<file path="src/rtl/spi_sensor_reader_if.sv">
// ---------------------------------------------------------------------------
// spi_sensor_reader_if
// Byte-level handshake between the sensor reader and a byte-oriented SPI
// master, plus the sensor chip select.
//
// Signals
//   begin_transmission  reader -> SPI master  1-cycle pulse, send send_data
//   send_data[7:0]      reader -> SPI master  byte to shift out
//   slave_select        reader -> sensor      active-low chip select
//   end_transmission    SPI master -> reader  1-cycle pulse, byte finished
//   recieved_data[7:0]  SPI master -> reader  byte shifted in
//
// Modports
//   master : the sensor reader side (drives the handshake requests)
//   slave  : the SPI master / bench side (answers the requests)
// ---------------------------------------------------------------------------
interface spi_sensor_reader_if;
  logic       begin_transmission;
  logic [7:0] send_data;
  logic       slave_select;
  logic       end_transmission;
  logic [7:0] recieved_data;

  modport master (
    output begin_transmission,
    output send_data,
    output slave_select,
    input  end_transmission,
    input  recieved_data
  );

  modport slave (
    input  begin_transmission,
    input  send_data,
    input  slave_select,
    output end_transmission,
    output recieved_data
  );
endinterface

</file>
<file path="src/rtl/spi_sensor_reader.sv">
// ---------------------------------------------------------------------------
// spi_sensor_reader
// Configures one SPI sensor through a byte-level SPI master, then burst-reads
// NUM_AXES samples of BYTES_PER_AXIS bytes every sample period and publishes
// each complete burst atomically on axis_data with a data_valid strobe.
// A stalled byte transfer is aborted after TIMEOUT cycles and flagged on the
// sticky error output.
//
// Ports
//   clk         system clock, rising edge
//   rst         asynchronous active-low reset
//   start       level: high = run, low = stop after the current transaction
//   spi         byte handshake to the SPI master (master modport)
//   axis_data   axis k at [k*AXIS_W +: AXIS_W], little-endian bytes
//   data_valid  1-cycle pulse when axis_data is updated
//   busy        high whenever the controller is not idle
//   error       sticky timeout flag, cleared on a rising edge of start
//   temp_data   (SENSOR_TEMP_EN only) last temperature byte
//   temp_valid  (SENSOR_TEMP_EN only) 1-cycle pulse when temp_data updates
//
// Build option
//   SENSOR_TEMP_EN : after each data burst's gap, run a temperature read
//                    (command 8'hA6 plus one dummy byte) before the period.
// ---------------------------------------------------------------------------
module spi_sensor_reader #(
  parameter int         NUM_AXES       = 3,
  parameter int         BYTES_PER_AXIS = 2,
  parameter logic [7:0] CFG_ADDR       = 8'h20,
  parameter logic [7:0] CFG_VALUE      = 8'h0F,
  parameter logic [7:0] DATA_ADDR      = 8'h28,
  parameter int         SS_GAP         = 4095,
  parameter int         SAMPLE_PERIOD  = 8388607,
  parameter int         TIMEOUT        = 65535
) (
  input  logic                                 clk,
  input  logic                                 rst,
  input  logic                                 start,
  spi_sensor_reader_if.master                  spi,
  output logic [NUM_AXES*8*BYTES_PER_AXIS-1:0] axis_data,
  output logic                                 data_valid,
  output logic                                 busy,
  output logic                                 error
`ifdef SENSOR_TEMP_EN
  ,
  output logic [7:0]                           temp_data,
  output logic                                 temp_valid
`endif
);

  localparam int TOTAL    = NUM_AXES * BYTES_PER_AXIS;
  localparam int DATA_W   = 8 * TOTAL;
  localparam int CNT_W    = $clog2(TOTAL + 2);
  localparam int TMR_W    = $clog2(TIMEOUT + 1);
  localparam int WAIT_MAX = (SS_GAP > SAMPLE_PERIOD) ? SS_GAP : SAMPLE_PERIOD;
  localparam int WAIT_W   = $clog2(WAIT_MAX + 1);

  // Auto-increment burst read: read bit and multi-byte bit set on top of the address
  localparam logic [7:0] BURST_CMD = 8'hC0 | {2'b00, DATA_ADDR[5:0]};

  localparam logic [2:0] IDLE      = 3'd0;
  localparam logic [2:0] CFG       = 3'd1;
  localparam logic [2:0] READ      = 3'd2;
  localparam logic [2:0] XFER_WAIT = 3'd3;
  localparam logic [2:0] GAP       = 3'd4;
  localparam logic [2:0] PERIOD    = 3'd5;
`ifdef SENSOR_TEMP_EN
  localparam logic [2:0] TEMP      = 3'd6;
`endif

  logic [2:0]        state;
  logic [2:0]        ret_state;
  logic [CNT_W-1:0]  byte_cnt;
  logic [TMR_W-1:0]  timer;
  logic [WAIT_W-1:0] wait_cnt;
  logic [DATA_W-1:0] shadow;
  logic [DATA_W-1:0] merged;
  logic              last_data;
  logic              begin_q;
  logic [7:0]        send_q;
  logic              ss_q;
  logic              start_d;
`ifdef SENSOR_TEMP_EN
  logic              temp_next;
`endif

  assign spi.begin_transmission = begin_q;
  assign spi.send_data          = send_q;
  assign spi.slave_select       = ss_q;
  assign busy                   = (state != IDLE);

  // byte_cnt counts the command byte as 0, so data byte n arrives with
  // byte_cnt == n+1 and lands at bit 8*n; little-endian per axis falls out.
  always_comb begin
    merged = shadow;
    for (int i = 0; i < TOTAL; i++) begin
      if (byte_cnt == CNT_W'(i + 1)) begin
        merged[i*8 +: 8] = spi.recieved_data;
      end
    end
  end

  assign last_data = (byte_cnt == CNT_W'(TOTAL));

  // Main controller: each byte is launched from CFG/READ(/TEMP) and then
  // handed to XFER_WAIT, which returns to ret_state once the byte is done.
  always_ff @(posedge clk or negedge rst) begin
    if (!rst) begin
      state      <= IDLE;
      ret_state  <= IDLE;
      byte_cnt   <= '0;
      timer      <= '0;
      wait_cnt   <= '0;
      shadow     <= '0;
      begin_q    <= 1'b0;
      send_q     <= 8'h00;
      ss_q       <= 1'b1;
      start_d    <= 1'b0;
      axis_data  <= '0;
      data_valid <= 1'b0;
      error      <= 1'b0;
`ifdef SENSOR_TEMP_EN
      temp_next  <= 1'b0;
      temp_data  <= 8'h00;
      temp_valid <= 1'b0;
`endif
    end else begin
      begin_q    <= 1'b0;
      data_valid <= 1'b0;
      start_d    <= start;
`ifdef SENSOR_TEMP_EN
      temp_valid <= 1'b0;
`endif
      if (start && !start_d) begin
        error <= 1'b0;
      end

      case (state)
        IDLE: begin
          ss_q     <= 1'b1;
          byte_cnt <= '0;
`ifdef SENSOR_TEMP_EN
          temp_next <= 1'b0;
`endif
          if (start) begin
            state <= CFG;
          end
        end

        CFG: begin
          ss_q      <= 1'b0;
          begin_q   <= 1'b1;
          send_q    <= (byte_cnt == '0) ? CFG_ADDR : CFG_VALUE;
          ret_state <= CFG;
          timer     <= '0;
          state     <= XFER_WAIT;
        end

        READ: begin
          ss_q      <= 1'b0;
          begin_q   <= 1'b1;
          send_q    <= (byte_cnt == '0) ? BURST_CMD : 8'h00;
          ret_state <= READ;
          timer     <= '0;
          state     <= XFER_WAIT;
        end

`ifdef SENSOR_TEMP_EN
        TEMP: begin
          ss_q      <= 1'b0;
          begin_q   <= 1'b1;
          send_q    <= (byte_cnt == '0) ? 8'hA6 : 8'h00;
          ret_state <= TEMP;
          timer     <= '0;
          state     <= XFER_WAIT;
        end
`endif

        XFER_WAIT: begin
          // A byte completing on the expiry cycle still counts as a success
          if (spi.end_transmission) begin
            byte_cnt <= byte_cnt + 1'b1;
            state    <= ret_state;
            case (ret_state)
              CFG: begin
                if (byte_cnt == CNT_W'(1)) begin
                  state    <= GAP;
                  ss_q     <= 1'b1;
                  wait_cnt <= '0;
                  byte_cnt <= '0;
                end
              end
              READ: begin
                shadow <= merged;
                if (last_data) begin
                  axis_data  <= merged;
                  data_valid <= 1'b1;
                  state      <= GAP;
                  ss_q       <= 1'b1;
                  wait_cnt   <= '0;
                  byte_cnt   <= '0;
`ifdef SENSOR_TEMP_EN
                  temp_next  <= 1'b1;
`endif
                end
              end
`ifdef SENSOR_TEMP_EN
              TEMP: begin
                if (byte_cnt == CNT_W'(1)) begin
                  temp_data  <= spi.recieved_data;
                  temp_valid <= 1'b1;
                  state      <= GAP;
                  ss_q       <= 1'b1;
                  wait_cnt   <= '0;
                  byte_cnt   <= '0;
                end
              end
`endif
              default: state <= IDLE;
            endcase
          end else if (timer == TMR_W'(TIMEOUT - 1)) begin
            ss_q     <= 1'b1;
            error    <= 1'b1;
            state    <= IDLE;
            byte_cnt <= '0;
            shadow   <= '0;
          end else begin
            timer <= timer + 1'b1;
          end
        end

        GAP: begin
          if (!start) begin
            state <= IDLE;
          end else if (wait_cnt == WAIT_W'(SS_GAP - 1)) begin
            wait_cnt <= '0;
            byte_cnt <= '0;
`ifdef SENSOR_TEMP_EN
            temp_next <= 1'b0;
            state     <= temp_next ? TEMP : PERIOD;
`else
            state     <= PERIOD;
`endif
          end else begin
            wait_cnt <= wait_cnt + 1'b1;
          end
        end

        PERIOD: begin
          if (!start) begin
            state <= IDLE;
          end else if (wait_cnt == WAIT_W'(SAMPLE_PERIOD - 1)) begin
            wait_cnt <= '0;
            byte_cnt <= '0;
            state    <= READ;
          end else begin
            wait_cnt <= wait_cnt + 1'b1;
          end
        end

        default: state <= IDLE;
      endcase
    end
  end

endmodule

</file>
<file path="src/flat_wrapper.sv">
// flat-port wrapper written by rule: the top's interface ports become plain ports
module spi_sensor_reader_flat 
#(
  parameter int         NUM_AXES       = 3,
  parameter int         BYTES_PER_AXIS = 2,
  parameter logic [7:0] CFG_ADDR       = 8'h20,
  parameter logic [7:0] CFG_VALUE      = 8'h0F,
  parameter logic [7:0] DATA_ADDR      = 8'h28,
  parameter int         SS_GAP         = 4095,
  parameter int         SAMPLE_PERIOD  = 8388607,
  parameter int         TIMEOUT        = 65535
)
  (clk, rst, start, axis_data, data_valid, busy, error, spi_begin_transmission, spi_send_data, spi_slave_select, spi_end_transmission, spi_recieved_data);
  spi_sensor_reader_if spi_i ();
  input  logic clk;
  input  logic rst;
  input  logic start;
  output logic [NUM_AXES*8*BYTES_PER_AXIS-1:0] axis_data;
  output logic data_valid;
  output logic busy;
  output logic error;
  output wire logic [$bits(spi_i.begin_transmission)-1:0] spi_begin_transmission;
  output wire logic [$bits(spi_i.send_data)-1:0] spi_send_data;
  output wire logic [$bits(spi_i.slave_select)-1:0] spi_slave_select;
  input wire logic [$bits(spi_i.end_transmission)-1:0] spi_end_transmission;
  input wire logic [$bits(spi_i.recieved_data)-1:0] spi_recieved_data;
  assign spi_begin_transmission = spi_i.begin_transmission;
  assign spi_send_data = spi_i.send_data;
  assign spi_slave_select = spi_i.slave_select;
  assign spi_i.end_transmission = spi_end_transmission;
  assign spi_i.recieved_data = spi_recieved_data;
  spi_sensor_reader #(.NUM_AXES(NUM_AXES), .BYTES_PER_AXIS(BYTES_PER_AXIS), .CFG_ADDR(CFG_ADDR), .CFG_VALUE(CFG_VALUE), .DATA_ADDR(DATA_ADDR), .SS_GAP(SS_GAP), .SAMPLE_PERIOD(SAMPLE_PERIOD), .TIMEOUT(TIMEOUT)) u_core (.clk(clk), .rst(rst), .start(start), .spi(spi_i), .axis_data(axis_data), .data_valid(data_valid), .busy(busy), .error(error));
endmodule
</file>
<file path="config.mk">
export PLATFORM = sky130hd
export DESIGN_NAME = spi_sensor_reader_flat
export DESIGN_NICKNAME = d
export VERILOG_FILES = /design/src/rtl/spi_sensor_reader_if.sv /design/src/rtl/spi_sensor_reader.sv /design/src/flat_wrapper.sv
export SDC_FILE = /design/constraint.sdc
export NUM_CORES = 1
export LEC_CHECK = 0
export CAP_MARGIN = 20
export CORE_ASPECT_RATIO = 1.25
export CORE_MARGIN = 10
export CORE_UTILIZATION = 30
export DETAILED_ROUTE_END_ITERATION = 10
export DONT_BUFFER_PORTS = 1
export SETUP_SLACK_MARGIN = 0.3
export SLEW_MARGIN = 30
export SYNTH_ARGS = -nofsm -noshare
export SYNTH_HDL_FRONTEND = slang
export SYNTH_SLANG_ARGS = --single-unit
</file>
<file path="constraint.sdc">
create_clock -name clk -period 2.9 [get_ports clk]
set_input_delay 0.58 -clock clk [delete_from_list [all_inputs] [get_ports clk]]
set_output_delay 0.58 -clock clk [all_outputs]
set_load 0.01 [all_outputs]
</file>
After elaboration in Yosys (flattened, before gate mapping)
Index checks and enable logic that the tools add are counted.
Cells by class
  order comparisons: 0
  $add $sub $neg: 3
  eq/ne operators: 34
  shifts and indexed selects: 0
  reduce and logical (&&, ||, !) cells: 19
  divide/modulo/power cells: 0
  multiplexer cells: 60
  bitwise gates (word level): 0
  multipliers: 0
Operator list (number)
  23-bit two-way mux: 7
  48-bit two-way mux: 3
  23-bit one-hot mux with 3 select lines: 1
  8-bit two-way mux: 7
  3-bit two-way mux: 16
  23-bit one-hot mux with 2 select lines: 1
  16-bit two-way mux: 2
  16-bit one-hot mux with 2 select lines: 1
  23-bit by 1-bit adder with 23-bit output (second input constant): 1
  23-bit by 12-bit == test with 1-bit output (second input constant): 1
  23-bit == test (second input constant): 1
  3-bit one-hot mux with 2 select lines: 3
  16-bit by 1-bit adder with 16-bit output (second input constant): 1
  16-bit == test (second input constant): 1
  8-bit one-hot mux with 2 select lines: 1
  3-bit by 2-bit == test with 1-bit output (second input constant): 5
  3-bit == test (second input constant): 5
  3-bit by 2-bit != test with 1-bit output (second input constant): 5
  3-bit one-hot mux with 5 select lines: 1
  1-bit two-way mux: 13
  2-bit != test (second input constant): 6
  3-bit one-hot mux with 4 select lines: 1
  3-bit by 1-bit == test with 1-bit output (second input constant): 3
  3-bit nonzero test: 3
  19 further kinds: 27
Word-level totals
  register bits: 157
  bits in read-only memories: 0
  latch bits: 0
  output and inout port bits: 61
  memories kept: 0
  bits in writable memories: 0
  word-level logic and storage cells: 129

Longest topological paths before layout
Gate-level depths: netlist (run 1).
  depth in word-level cells: 6
  depth in mapped cells: 9
  mapped depth without buffers: 8

Worst setup path after synthesis (run 1)
Ideal clock, no wire load.
  kind: register to register
  start point: register u_core.wait_cnt[9]
  end point: register u_core.state[0]
  data required time: 2.772 ns
  setup slack: 0.839 ns
  path buffers: 0
  cell stages (with the launch flop): 7
  arrival: 1.934 ns
  path through: dfrtp_1 -> and4_4 -> and4_4 -> and4_4 -> or4_4 -> o221ai_1 -> mux2_1
On the way
  longest elaborated chain between the ends: 3
RTL lines
  start, declared: RTL line spi_sensor_reader.sv:74  | logic [WAIT_W-1:0] wait_cnt;
  start signal, assigned: RTL line spi_sensor_reader.sv:244  | wait_cnt <= wait_cnt + 1'b1;
  start signal, assigned: RTL line spi_sensor_reader.sv:256  | wait_cnt <= wait_cnt + 1'b1;
  23-bit == test or 23-bit by 12-bit == test with 1-bit output (tied branches): RTL line spi_sensor_reader.sv:251, spi_sensor_reader.sv:234
  3-bit by 2-bit != test with 1-bit output (no line)
  4-bit AND reduction (no line) (*)
  end signal, assigned: RTL line spi_sensor_reader.sv:182  | state <= ret_state;
  end, declared: RTL line spi_sensor_reader.sv:70  | logic [2:0] state;
Mark *: on every way between the ends. The rest lies on a longest branch, timed or not.
A chain may end at the register's enable or synchronous reset.

Worst setup path after layout (run 1)
  start point: register u_core.ret_state[0]
  end point: register u_core.shadow[9]
On the way
  longest elaborated chain between the ends: 3
RTL lines
  start, declared: RTL line spi_sensor_reader.sv:71  | logic [2:0] ret_state;
  start signal, assigned: RTL line spi_sensor_reader.sv:109  | ret_state <= IDLE;
  start signal, assigned: RTL line spi_sensor_reader.sv:153  | ret_state <= CFG;
  start signal, assigned: RTL line spi_sensor_reader.sv:162  | ret_state <= READ;
  3-bit by 2-bit == test with 1-bit output: RTL line spi_sensor_reader.sv:183  | case (ret_state)
  2-bit by 1-bit != test with 1-bit output (no line)
  3-bit AND reduction (no line)
  end signal, assigned: RTL line spi_sensor_reader.sv:193  | shadow <= merged;
  end, declared: RTL line spi_sensor_reader.sv:75  | logic [DATA_W-1:0] shadow;
Every way passes these cells.

==> results of run 1 <==
## Yosys cell counts (15+ instances only)
| cell type | count |
|---|---|
| nand2_1 | 135 |
| a21boi_0 | 33 |
| dfrtp_1 | 143 |
| a21oi_1 | 25 |
| xor2_1 | 15 |
| a31oi_1 | 34 |
| o21ai_1 | 17 |
| nand3_1 | 26 |
| clkbuf_1 | 29 |
| nor2_1 | 84 |
| inv_1 | 16 |
| o21ai_0 | 41 |
## final cells by class
cell class                 instances  area [µm²]
clock inverter                    10         136
sequential                       144        3600
timing repair buffer              12         103
clock buffer                      20         467
inverter                          17        63.8
multi-input combinational        558        3210
tap                              288         360
fill                            2344       15200
## power by group
part           internal [mW]  total [mW]  leakage (nW)  switching, mW
combinational          0.558        1.57          1.54           1.01
clock                   1.41        2.25         0.290          0.841
sequential              2.21        2.43          1.78          0.214
## stage by stage
stage                     hold WS (ns)  utilization, %  total power [mW]  setup slack, ns  area (µm²)
after floorplan                  0.284               -              3.65            0.839        7090
after global placement           0.291            31.8              4.03            0.676        7340
after detailed placement         0.290            31.8              4.05            0.598        7340
after CTS                       -0.167            34.4              6.33            0.583        7950
after global routing            -0.174            34.4              6.68            0.371        7950
final                           -0.151            34.4              6.24            0.597        7950
## worst max-delay path: stages, from the launching register on
cell and delay, ns:
dfrtp_1 0.37, inv_1 0.07, ha_1 0.25, and2_1 0.21, o21ai_4 0.63, nor2_1 0.29
a21boi_0 0.26, o21ai_1 0.08
## placed cells by master (no fill, tap or decap), types with 15 or more instances in the layout
cell type	Yosys	routed
dfrtp_1	143	143
nand2_1	135	135
nor2_1	84	83
o21ai_0	41	41
a31oi_1	34	34
a21boi_0	33	33
nand3_1	26	26
a21oi_1	25	25
clkbuf_16	0	17
inv_1	16	16
o21ai_1	17	16
xor2_1	15	15
## registers in the layout, indices dropped and copies added (netlist names)
| name | flops |
|---|---|
| u_core.data_valid | 1 |
| u_core.spi.slave_select | 1 |
| u_core.spi.send_data | 4 |
| u_core.spi.begin_transmission | 1 |
| u_core.ret_state | 2 |
| u_core.wait_cnt | 23 |
| u_core.byte_cnt | 3 |
| u_core.axis_data | 48 |
| u_core.timer | 16 |
| u_core.shadow | 40 |
| u_core.start_d | 1 |
| u_core.error | 1 |
| u_core.state | 3 |
## cell families after synthesis
family / Yosys count / synth area share [%]
AOI/OAI and AO/OA: 180 / 16.0
xor gates and xnor gates: 23 / 2.84
adders and majority gates: 14 / 2.47
buffers and inverters: 66 / 4.13
DFF: 144 / 50.8
muxes: 10 / 1.57
other: 1 / 0.0529
and+or+nand+nor: 330 / 22.1
## per-layer routing
metal,up-vias,wire length [µm]
met4,0,284
met1,2639,7380
li1,2631,-
met3,18,1240
met2,129,8420
met5,-,0
## how the worst min path moves through the flow
| stage | to | slack [ns] | startpoint | cells past startpoint |
|---|---|---|---|---|
| after detailed placement | u_core.axis_data[12] | 0.29 | rst | 0 |
| after global routing | u_core.axis_data[12] | -0.17 | rst | 0 |
| after CTS | u_core.axis_data[4] | -0.17 | rst | 0 |
| after floorplan | u_core.axis_data[0] | 0.28 | rst | 0 |
| after global placement | u_core.axis_data[12] | 0.29 | rst | 0 |
| final | u_core.axis_data[12] | -0.15 | rst | 0 |
==> results.sh, run 1 <==
export IMPL_synth_edff_count=0
export IMPL_critPathCapture="u_core.shadow[9]"
export IMPL_fin_tns_setup_ns=0
export IMPL_fin_crit_sh_pct=79.4
export IMPL_grt_pass1_wl_um=28500
export IMPL_r2r_slack_ns=0.60
export IMPL_dieArea_um2=30200
export IMPL_cts_made_buffers=17
export IMPL_ys_seq_elements=144
export IMPL_initial_core_util_pct=30.7
export IMPL_numPortBuffers=0
export IMPL_maxCapViolCount=0
export IMPL_finalWeightedCongestion=0.789
export IMPL_post_cts_buffers=0
export IMPL_required_ns=3.20
export IMPL_irDropWorstVdd_v=0.000370
export IMPL_post_cts_resized=0
export IMPL_r2r_start="u_core.ret_state[0]"
export IMPL_diodes=0
export IMPL_netlist_instances=768
export IMPL_place_inst=1019
export IMPL_grt_use_total_pct=11.8
export IMPL_synth_area_top_cells="dfrtp_1 (50%), nand2_1 (7.1%), nor2_1 (4.4%)"
export IMPL_wl_per_cell_um=16.5
export IMPL_worstMarginPinSlew_ns=0.809
export IMPL_ios=73
export IMPL_cts_buffer_depth=2
export IMPL_rsz0062_at_grt="no"
export IMPL_syn_avg_cell_area_um2=9.23
export IMPL_cts_htree_levels=4
export IMPL_core_area_um2=23100
export IMPL_critical_path_class="reg -> reg"
export IMPL_avgViaCountPerCell=5.16
export IMPL_clkLatencyLatePin_ns=0.43
export IMPL_hp_class="in -> async"
export IMPL_yosysTopAreaCellShare_pct=50.5
export IMPL_dp_hpwl_um=11800
export IMPL_hold_violations=143
export IMPL_first_pass_iters=5
export IMPL_report_final_slew_viol_count=0
export IMPL_cts_tree="done"
export IMPL_synth_cell_types=66
export IMPL_setup_worst_path_end_class="flop"
export IMPL_crit_path_start="u_core.ret_state[0]"
export IMPL_grt_ovfl_total=0
export IMPL_antenna_found_initial=0
export IMPL_drtIter0Drc=355
export IMPL_area_growth_pct=12.1
export IMPL_grt_util_met1_pct=14.0
export IMPL_holdWs_ns=-0.151
export IMPL_grt_max_degree=145
export IMPL_finalNonFillerCells=1049
export IMPL_finClkSkew_ns=0.0107
export IMPL_ys_warn_count=0
export IMPL_drive_gt1_share_pct=9.99
export IMPL_totalWireLength_um=17300
export IMPL_crit_fanout=28
export IMPL_min_period_ns=2.30
export IMPL_clockRootBuffer="clkbuf_16"
export IMPL_drtAntennaViolNets=0
export IMPL_clkSinkCount=144
export IMPL_async_flop_share_pct=100
export IMPL_reg2reg_to="u_core.shadow[9]"
export IMPL_grt_pass1_vias=5362
export IMPL_rr_worst_depth=7
export IMPL_start_kind="flop"
export IMPL_syn_cell_area_um2=7090
export IMPL_max_clock_freq_ghz=0.434
export IMPL_yosysSeqAreaShare_pct=50.8
export IMPL_num_rows=62
export IMPL_grt_met2_usage_pct=19.5
export IMPL_synth_area_leader_cell="dfrtp_1"
export IMPL_busiest_layer="met2"
export IMPL_layout_nets=776
export IMPL_path_clk_slew_ns=0.06
export IMPL_drc_errors=0
export IMPL_powerDensity_nw_per_um2=785
export IMPL_use_met3_pct=3.92
export IMPL_violations="negative hold slack"
export IMPL_dr_total_vias=5417
export IMPL_slew_headroom_pct=46.0
export IMPL_die_y_um=192
export IMPL_synthesis_nets=794
export IMPL_outcome="finished, violations left"
export IMPL_setup_viol=0
export IMPL_die_w_um=158
export IMPL_yosys_most_used_dff="dfrtp_1"
export IMPL_p_leak_nw=3.61
export IMPL_worstPathArrival_ns=2.60
(Power assumes the default switching activity.)
==> run 2: changes to the inputs <==
==> constraint.sdc (replaced) <==
create_clock -name clk -period 1.9 [get_ports clk]
set_input_delay 0.38 -clock clk [delete_from_list [all_inputs] [get_ports clk]]
set_output_delay 0.38 -clock clk [all_outputs]
set_load 0.01 [all_outputs]
==> run 2 against run 1 <==
The run ends with negative hold slack, negative setup slack left. Sequential power is 51% higher. Routed wire length grew 17%. Setup slack got worse by 0.73 ns. Combinational power grew to 2.6 times the previous value. Non-clock buffer count rose by 118. Utilization is 9.7 points higher. Clock power is 53% higher. Sequential share of layout area down 10 points. Clock-buffer cell count unchanged. Cell area is 28% higher. Via count grew 11%.
==> results.sh, run 2 (same netlist as run 1, synthesis figures left out) <==
export IMPL_outcome="finished, violations left"
export IMPL_violations="negative hold slack, negative setup slack"
export IMPL_antenna_found_initial=0
export IMPL_area_growth_pct=43.7
export IMPL_powerDensity_nw_per_um2=1090
export IMPL_wl_per_cell_um=17.4
export IMPL_dr_total_vias=6029
export IMPL_core_area_um2=23100
export IMPL_hold_violations=144
export IMPL_first_pass_iters=5
export IMPL_finalNonFillerCells=1170
export IMPL_p_comb_share_pct=36.1
export IMPL_power_frac_seq_pct=33.0
export IMPL_hp_class="in -> async"
export IMPL_drtAntennaViolNets=0
export IMPL_required_ns=2.21
export IMPL_top_regs="u_core.axis_data: 48 flops, u_core.shadow: 40 flops, u_core.wait_cnt: 23 flops"
export IMPL_rr_worst_depth=6
export IMPL_cts_made_buffers=17
export IMPL_holdWs_ns=-0.355
export IMPL_drtIter0Drc=372
export IMPL_drive_gt1_share_pct=40.2
export IMPL_worstPathArrival_ns=2.34
export IMPL_setup_worst_path_end_class="flop"
export IMPL_fin_area_um2=10200
export IMPL_clockRootBuffer="clkbuf_16"
export IMPL_critical_path_class="reg -> reg"
export IMPL_setup_viol=31
export IMPL_irDropWorstVdd_v=0.000504
export IMPL_crit_fanout=3
export IMPL_final_cell_mix="dfrtp_1 (142), nand2_1 (114), buf_4 (83)"
export IMPL_grt_use_total_pct=13.5
export IMPL_finClkSkew_ns=0.00871
export IMPL_fin_ws_ns=-0.134
export IMPL_initial_core_util_pct=30.7
export IMPL_pwr_share_clk_pct=30.9
export IMPL_reg2reg_to="u_core.state[0]"
export IMPL_r2r_slack_ns=-0.13
export IMPL_postCtsHoldBufs=1
export IMPL_place_ws_ns=-0.138
export IMPL_finalWeightedCongestion=0.797
export IMPL_p_switching_mw=3.80
export IMPL_report_final_slew_viol_count=0
export IMPL_fin_util_pct=44.1
export IMPL_fin_tns_setup_ns=-1.56
export IMPL_drc_errors=0
export IMPL_die_y_um=192
export IMPL_layout_nets=895
export IMPL_die_w_um=158
export IMPL_r2r_start="u_core.wait_cnt[17]"
export IMPL_start_kind="flop"
export IMPL_ios=73
export IMPL_place_inst=1102
export IMPL_clkSinkCount=144
export IMPL_numPortBuffers=0
export IMPL_rsz0062_at_grt="yes"
export IMPL_clkLatencyLatePin_ns=0.43
export IMPL_p_int_mw=7.36
export IMPL_fin_crit_sh_pct=107
export IMPL_totalWireLength_um=20300
export IMPL_largest_reg_flops=48
export IMPL_num_rows=62
export IMPL_min_period_ns=2.03
export IMPL_avgViaCountPerCell=5.15
export IMPL_dp_hpwl_um=12900
export IMPL_cts_buffer_depth=2
export IMPL_p_total_mw=11.2
export IMPL_top_register="u_core.axis_data"
export IMPL_max_clock_freq_ghz=0.492
export IMPL_grt_pass1_vias=5840
export IMPL_grt_pass1_wl_um=32000
export IMPL_placed_area_um2=8120
export IMPL_dieArea_um2=30200
export IMPL_diodes=0
export IMPL_final_common_cell="dfrtp_1"
export IMPL_grt_max_degree=145
export IMPL_p_leak_nw=4.61
export IMPL_cts_htree_levels=4
export IMPL_switching_share_pct=34.0
export IMPL_maxCapViolCount=0
export IMPL_fillers=2143
export IMPL_grt_ovfl_total=0
export IMPL_path_clk_slew_ns=0.06
export IMPL_cts_tree="done"
## run 2: cell count changes in the layout (fill, tap and decap cells not counted), sizes merged
cell         change
clkinv           -1
buf            +116
dlygate4sd3      +1
clkbuf           +1
inv              +3
and2             +1
## run 2: layout make-up
class	count	area [µm²]	share of cell area, %
inverters	17	63.8	0.626
clock buffers	20	447	4.38
well taps	288	360	3.54
repair buffers	130	1380	13.6
multi-input cells	559	4180	41.0
clock inverters	12	158	1.55
flip-flops and latches	144	3610	35.4
## run 2: what timing repair did
item	CTS	global route
hold endpoints to repair	145	144
pin swaps	70	36
endpoints found under the setup margin	131	142
setup buffers	17	11
gates cloned	6	1
resized for setup	209	90
## run 2: power by group through the flow
stage	sequential (mW)	clock, mW	combinational [mW]
after floorplan	3.64	0	2.13
after global routing	3.72	3.67	4.43
final	3.68	3.45	4.03
after global placement	3.70	0	3.15
after CTS	3.67	3.53	3.76
after detailed placement	3.70	0	3.19
## run 2: routing by layer
metal | GRT usage (%) | vias up | part of all wire (%)
li1 | - | 2875 | -
met1 | 15.5 | 3008 | 40
met2 | 23.1 | 116 | 52
met3 | 3.76 | 30 | 5.6
met4 | 5.33 | 0 | 2.0
met5 | 0 | - | 0
## run 2: worst max-delay path by stage
stage	startpoint	to	slack (ns)	depth (start not counted)
6_report	u_core.wait_cnt[17]	u_core.state[0]	-0.13	6
5_1_grt	u_core.wait_cnt[17]	u_core.state[0]	-0.19	6
3_3_place_gp	u_core.wait_cnt[0]	u_core.state[0]	-0.11	8
3_5_place_dp	u_core.wait_cnt[0]	u_core.wait_cnt[2]	-0.14	9
4_1_cts	u_core.wait_cnt[8]	u_core.state[0]	-0.12	6
2_1_floorplan	u_core.wait_cnt[16]	u_core.state[0]	-0.12	6
## run 2: worst max-delay path: stages, from the launching register on
cell and delay (ns):
dfrtp_1 0.38, and3_4 0.18, and4_4 0.19, and4_4 0.18
or4_4 0.52, o221ai_4 0.16, mux2_4 0.31
